`src/rtl/compl_pair_monitor_if.sv`:
```
// Signal bundle between a complementary-pair source and its monitor.
// The source drives the pair and controls; the monitor returns counters and flags.
interface compl_pair_monitor_if #(
    parameter int unsigned CNT_W = 16
) ();
    logic             en;
    logic             clr;
    logic             a;
    logic             b;
    logic [CNT_W-1:0] pass_cnt;
    logic [CNT_W-1:0] fail_cnt;
    logic             fail_pulse;
    logic             alarm;
    logic             checking;

    modport master (
        output en, clr, a, b,
        input  pass_cnt, fail_cnt, fail_pulse, alarm, checking
    );

    modport slave (
        input  en, clr, a, b,
        output pass_cnt, fail_cnt, fail_pulse, alarm, checking
    );
endinterface

```
`src/rtl/compl_pair_monitor.sv`:
```
// Cycle-based checker for a complementary pair (b must equal !a), with a settle
// window after every edge on a and a sticky alarm after a run of failures.
module compl_pair_monitor #(
    parameter int unsigned CNT_W      = 16,
    parameter int unsigned FAIL_LIMIT = 3,
    parameter int unsigned SETTLE     = 2
) (
    input  logic                clk,
    input  logic                rst,
    compl_pair_monitor_if.slave bus
);
    localparam int unsigned SW = (SETTLE > 1) ? $clog2(SETTLE + 1) : 1;
    localparam int unsigned CW = $clog2(FAIL_LIMIT + 1);

    localparam logic [SW-1:0]    SETTLE_V   = SW'(SETTLE);
    localparam logic [SW-1:0]    SETTLE_ONE = SW'(1);
    localparam logic [CW-1:0]    LIMIT_V    = CW'(FAIL_LIMIT);
    localparam logic [CW-1:0]    CONS_ONE   = CW'(1);
    localparam logic [CNT_W-1:0] CNT_ONE    = CNT_W'(1);
    localparam logic [CNT_W-1:0] CNT_MAX    = '1;

    typedef enum logic [1:0] {StIdle, StSettle, StCheck, StAlarm} state_e;

    state_e           r_state;
    logic             r_a_q;
    logic [SW-1:0]    r_settle;
    logic [CW-1:0]    r_cons;
    logic [CNT_W-1:0] r_pass_cnt;
    logic [CNT_W-1:0] r_fail_cnt;
    logic             r_fail_pulse;
    logic             r_alarm;
    logic             r_checking;

    logic w_edge;
    logic w_settle_edge;
    logic w_pair_ok;

    assign w_edge        = bus.a ^ r_a_q;
    // With no settle window an edge cycle is evaluated like any other.
    assign w_settle_edge = w_edge && (SETTLE != 0);
    assign w_pair_ok     = bus.b ^ bus.a;

    always_ff @(posedge clk or posedge rst) begin
        if (rst) begin
            r_state      <= StIdle;
            r_a_q        <= 1'b0;
            r_settle     <= '0;
            r_cons       <= '0;
            r_pass_cnt   <= '0;
            r_fail_cnt   <= '0;
            r_fail_pulse <= 1'b0;
            r_alarm      <= 1'b0;
            r_checking   <= 1'b0;
        end else begin
            r_a_q        <= bus.a;
            r_fail_pulse <= 1'b0;
            if (bus.clr) begin
                r_state    <= StIdle;
                r_settle   <= '0;
                r_cons     <= '0;
                r_pass_cnt <= '0;
                r_fail_cnt <= '0;
                r_alarm    <= 1'b0;
                r_checking <= 1'b0;
            end else if (!bus.en) begin
                if (r_state != StAlarm) begin
                    r_state    <= StIdle;
                    r_checking <= 1'b0;
                end
            end else begin
                case (r_state)
                    StIdle: begin
                        if (SETTLE == 0) begin
                            r_state    <= StCheck;
                            r_checking <= 1'b1;
                        end else begin
                            r_state  <= StSettle;
                            r_settle <= SETTLE_V;
                        end
                    end
                    StSettle: begin
                        if (w_edge) begin
                            r_settle <= SETTLE_V;
                        end else if (r_settle == SETTLE_ONE) begin
                            r_state    <= StCheck;
                            r_checking <= 1'b1;
                        end else begin
                            r_settle <= r_settle - SETTLE_ONE;
                        end
                    end
                    StCheck: begin
                        if (w_settle_edge) begin
                            r_state    <= StSettle;
                            r_settle   <= SETTLE_V;
                            r_checking <= 1'b0;
                        end else if (w_pair_ok) begin
                            if (r_pass_cnt != CNT_MAX) r_pass_cnt <= r_pass_cnt + CNT_ONE;
                            r_cons <= '0;
                        end else begin
                            if (r_fail_cnt != CNT_MAX) r_fail_cnt <= r_fail_cnt + CNT_ONE;
                            r_fail_pulse <= 1'b1;
                            if (r_cons >= LIMIT_V - CONS_ONE) begin
                                r_cons     <= LIMIT_V;
                                r_state    <= StAlarm;
                                r_alarm    <= 1'b1;
                                r_checking <= 1'b0;
                            end else begin
                                r_cons <= r_cons + CONS_ONE;
                            end
                        end
                    end
                    StAlarm: begin
                        r_state <= StAlarm;
                    end
                    default: begin
                        r_state <= StIdle;
                    end
                endcase
            end
        end
    end

    assign bus.pass_cnt   = r_pass_cnt;
    assign bus.fail_cnt   = r_fail_cnt;
    assign bus.fail_pulse = r_fail_pulse;
    assign bus.alarm      = r_alarm;
    assign bus.checking   = r_checking;
endmodule

```
`src/flat_wrapper.sv`:
```
// flat-port wrapper written by rule: the top's interface ports become plain ports
module compl_pair_monitor_flat 
#(
    parameter int unsigned CNT_W      = 16,
    parameter int unsigned FAIL_LIMIT = 3,
    parameter int unsigned SETTLE     = 2
)
  (clk, rst, bus_en, bus_clr, bus_a, bus_b, bus_pass_cnt, bus_fail_cnt, bus_fail_pulse, bus_alarm, bus_checking);
  compl_pair_monitor_if #(.CNT_W(CNT_W)) bus_i ();
  input  logic clk;
  input  logic rst;
  input wire logic [$bits(bus_i.en)-1:0] bus_en;
  input wire logic [$bits(bus_i.clr)-1:0] bus_clr;
  input wire logic [$bits(bus_i.a)-1:0] bus_a;
  input wire logic [$bits(bus_i.b)-1:0] bus_b;
  output wire logic [$bits(bus_i.pass_cnt)-1:0] bus_pass_cnt;
  output wire logic [$bits(bus_i.fail_cnt)-1:0] bus_fail_cnt;
  output wire logic [$bits(bus_i.fail_pulse)-1:0] bus_fail_pulse;
  output wire logic [$bits(bus_i.alarm)-1:0] bus_alarm;
  output wire logic [$bits(bus_i.checking)-1:0] bus_checking;
  assign bus_i.en = bus_en;
  assign bus_i.clr = bus_clr;
  assign bus_i.a = bus_a;
  assign bus_i.b = bus_b;
  assign bus_pass_cnt = bus_i.pass_cnt;
  assign bus_fail_cnt = bus_i.fail_cnt;
  assign bus_fail_pulse = bus_i.fail_pulse;
  assign bus_alarm = bus_i.alarm;
  assign bus_checking = bus_i.checking;
  compl_pair_monitor #(.CNT_W(CNT_W), .FAIL_LIMIT(FAIL_LIMIT), .SETTLE(SETTLE)) u_core (.clk(clk), .rst(rst), .bus(bus_i));
endmodule
```
`config.mk`:
```
export PLATFORM = sky130hd
export DESIGN_NAME = compl_pair_monitor_flat
export DESIGN_NICKNAME = d
export VERILOG_FILES = /design/src/rtl/compl_pair_monitor_if.sv /design/src/rtl/compl_pair_monitor.sv /design/src/flat_wrapper.sv
export SDC_FILE = /design/constraint.sdc
export NUM_CORES = 1
export LEC_CHECK = 0
export CAP_MARGIN = 5
export CORE_MARGIN = 4
export CORE_UTILIZATION = 44
export DETAILED_ROUTE_END_ITERATION = 12
export GPL_TIMING_DRIVEN = 0
export PLACE_DENSITY = 0.74
export SLEW_MARGIN = 25
export SYNTH_ARGS = -nofsm -noshare
export SYNTH_HDL_FRONTEND = slang
export SYNTH_SLANG_ARGS = --single-unit
export TNS_END_PERCENT = 30
```
`constraint.sdc`:
```
create_clock -name clk -period 5 [get_ports clk]
set_input_delay 1 -clock clk [delete_from_list [all_inputs] [get_ports clk]]
set_output_delay 1 -clock clk [all_outputs]
set_load 0.1 [all_outputs]
```
==> key figures <==
Outcome
  – Outcome: finished, final reports clean

Finish
  – Fillcell total: 533
  – Antenna Cells: 0
  – Area of the multi-input gates: 1440 um^2
  – P&R area growth vs syn: 23.5%
  – FF/Latch Area: 1050 um^2
  – Cell area after layout: 3200 um^2
  – Share of cells above drive strength 1: 6.71%
  – Nets: 341

Yosys
  – Post-synth top flop: dfrtp_1
  – Syn avg cell area: 9.25 um^2
  – Syn_nets: 294
  – Post-synth top area share: 40.6%
  – Syn. warnings: 0
  – Count leader, synth: dfrtp_1
  – EDFF count, synth: 0
  – Post-synthesis cell count: 280
  – Leading area contributor after synthesis: dfrtp_1
  – Cell Area, Synth: 2590 um^2
  – Commonest cells in the synthesized netlist: dfrtp_1 (42), a21oi_1 (27), nand2_1 (20)
  – Synthesized flop and latch total: 42
  – Synth top area cells: dfrtp_1 (41%), a21oi_1 (5.2%), ha_1 (3.9%)
  – Unique masters post-synth: 50
  – Asr flop ratio synth: 100%
  – Post-synthesis sequential area ratio: 40.6%

STA
  – TNS Setup: 0 ps
  – Final period utilization: 60.9%
  – Min cycle time layout: 3040 ps
  – Least-Margin Pin Slew: 976 ps
  – Setup ws final: 1960 ps
  – Final Max Tran Viols: 0
  – Worst relative slew slack: 34.8%
  – Clk_skew: 5.38 ps
  – RSZ-0062 raised after global routing: no
  – Setup-failing EPs final: 0
  – Fmax: 329 MHz
  – Hold Violations, Final: 0

Worst hold path
  – Worst Hold Class: reg2reg
  – Hold Startpoint: u_core.bus.alarm$_DFFE_PP0P_
  – Hold worst-path end: u_core.bus.alarm$_DFFE_PP0P_
  – Hold depth: 1

Clock network
  – Max Root-Sink Buffers: 2
  – Sink Count: 42
  – Clk_lat worst skew: 300 ps
  – CTS Buf Count: 5
  – Root Driver: clkbuf_8
  – H-tree depth: 2
  – Post-CTS resize count: 0
  – Hold Buf Count CTS: 0
  – Clk pin slew, worst setup/hold paths: 90 ps
  – Post CTS Setup Buffer Count: 0
  – TritonCTS clock tree: yes

Drt
  – Post-route DRC: 0
  – Initial drt markers: 242
  – Drt via density: 6.17
  – Drt total wl: 6650 um
  – Vias: 2468
  – Initial DRT Pass Iterations: 5
  – Average wire per standard cell: 16.6 um
  – ANT nets after route: 0

Critical path
  – Reg2reg end: u_core.bus.pass_cnt[8]$_DFFE_PP0P_
  – R2r setup slk: 2480 ps
  – Slowest cell on crit path: clkdlybuf4s50_1
  – CP max stage delay: 550 ps
  – Critical path class: in2reg
  – Crit-path cells: clkdlybuf4s50_1 -> and3b_1 -> o21ai_1 -> clkbuf_1 -> clkbuf_1 -> o21ai_0 -> a21oi_1
  – Worst Path Required: 5220 ps
  – Crit path capture type: register
  – WP data arrival: 3260 ps
  – Origin of the critical flop-to-flop path: u_core.r_state[0]$_DFFE_PP0P_
  – Worst-path fanout max: 10
  – Critical Path Most Common Cell: clkbuf_1
  – Path depth of the worst reg2reg path: 8
  – CP delay by family, top: buffers and inverters
  – Startpoint types: input pin
  – WP buf/inv: 3

GRT
  – Vias in the first global route: 2426
  – Largest net degree at the start of global routing: 26
  – Initial antenna violation count: 0
  – Gr usage total: 19.0%
  – Global-route wire length before repair: 11400 um
  – Total congestion overflow: 0

Die
  – Num ports: 41
  – Starting Density: 46.2%
  – DIE HEIGHT: 84.7 um
  – Core ar.: 5610 um^2
  – Num rows: 27
  – Chip Width: 84.7 um
  – Die Area: 7180 um^2

Power
  – Pwr dens: 234 nW/um^2
  – Pleak: 1.18 nW
  – IR drop worst, VDD: 0.136 mV

Job
  – Maxcap violations: 0

Placed design
  – Post-DP Area: 3090 um^2
  – RePlAce Congestion: 0.834
  – Port bufs: 39
  – Post-DP HPWL: 4730 um
  – Dpl ws: 1640 ps
-- metal layers --
metal / vias to the layer above / track usage [%] / routed length, um
met5: - / 0 / 0
met4: 0 / 5.61 / 77
met3: 8 / 3.63 / 302
met2: 75 / 30.7 / 3140
met1: 1203 / 25.8 / 3130
li1: 1182 / - / -
-- sequential cells by signal (all words and copies together) (netlist names) --
signal	cells
u_core.bus.checking	1
u_core.bus.fail_pulse	1
u_core.bus.alarm	1
u_core.bus.pass_cnt	16
u_core.bus.fail_cnt	16
u_core.r_cons	2
u_core.r_settle	2
u_core.r_a_q	1
u_core.r_state	2
-- worst register-to-register path, stage by stage, from the launching register on --
cell      delay [ps]
dfrtp_1          430
inv_1            100
ha_1             310
and2_1           230
o21ai_1          250
clkbuf_1         370
clkbuf_1         430
o21ai_0          170
a21oi_1          160
-- stage by stage --
stage | util, % | total power [mW] | cells | hold WS [ps]
after global placement | 54.8 | 0.476 | 391 | 512
after floorplan | - | 0.449 | 280 | 504
after global routing | 57.1 | 0.780 | 400 | 548
after CTS | 57.1 | 0.753 | 400 | 540
final | 57.1 | 0.749 | 400 | 535
after detailed placement | 55.1 | 0.481 | 392 | 521
-- placed cells by master, fill, tap and decap left out, drive strengths merged, types with 11 or more instances in the layout --
cell type / count
a21oi: 27
clkbuf: 15
clkdlybuf4s50: 39
dfrtp: 42
nand2: 20
nand3: 16
nand4: 13
o21ai: 12
o31ai: 11
-- cells by family after synthesis --
group | count (synthesis) | share of synthesized area [%]
fa+ha+maj | 8 | 3.86
compound gates | 83 | 23.0
simple gates | 115 | 25.1
mux | 4 | 1.69
buf+inv | 22 | 3.77
xor+xnor | 6 | 2.03
flops | 42 | 40.6
-- area by class of cell --
class                           instances  share of cell area, %
Clock inverter                          3                   1.25
Buffer                                 12                   1.88
Inverter                               10                   1.17
Tap cell                               72                   2.81
Sequential cell                        42                   32.8
Timing Repair Buffer                   40                   12.8
Multi-Input combinational cell        216                   45.1
Clock buffer                            5                   2.15
-- how the worst max path moves through the flow --
| stage | start | endpoint | cells after the start |
|---|---|---|---|
| 2_1_floorplan | u_core.bus.pass_cnt[0]$_DFFE_PP0P_ | u_core.bus.pass_cnt[2]$_DFFE_PP0P_ | 5 |
| 3_3_place_gp | bus_b | u_core.bus.pass_cnt[8]$_DFFE_PP0P_ | 7 |
| 3_5_place_dp | bus_b | u_core.bus.pass_cnt[8]$_DFFE_PP0P_ | 7 |
| 4_1_cts | bus_b | u_core.bus.pass_cnt[8]$_DFFE_PP0P_ | 7 |
| 5_1_grt | bus_b | u_core.bus.pass_cnt[6]$_DFFE_PP0P_ | 7 |
| 6_report | bus_b | u_core.bus.pass_cnt[8]$_DFFE_PP0P_ | 7 |
-- report_power, final --
part           internal, mW  switching, mW
Sequential            0.349        0.00816
Combinational        0.0384         0.0800
Clock                 0.147          0.126
Total                 0.534          0.214
No activity file was read; power rests on OpenSTA's default activity.
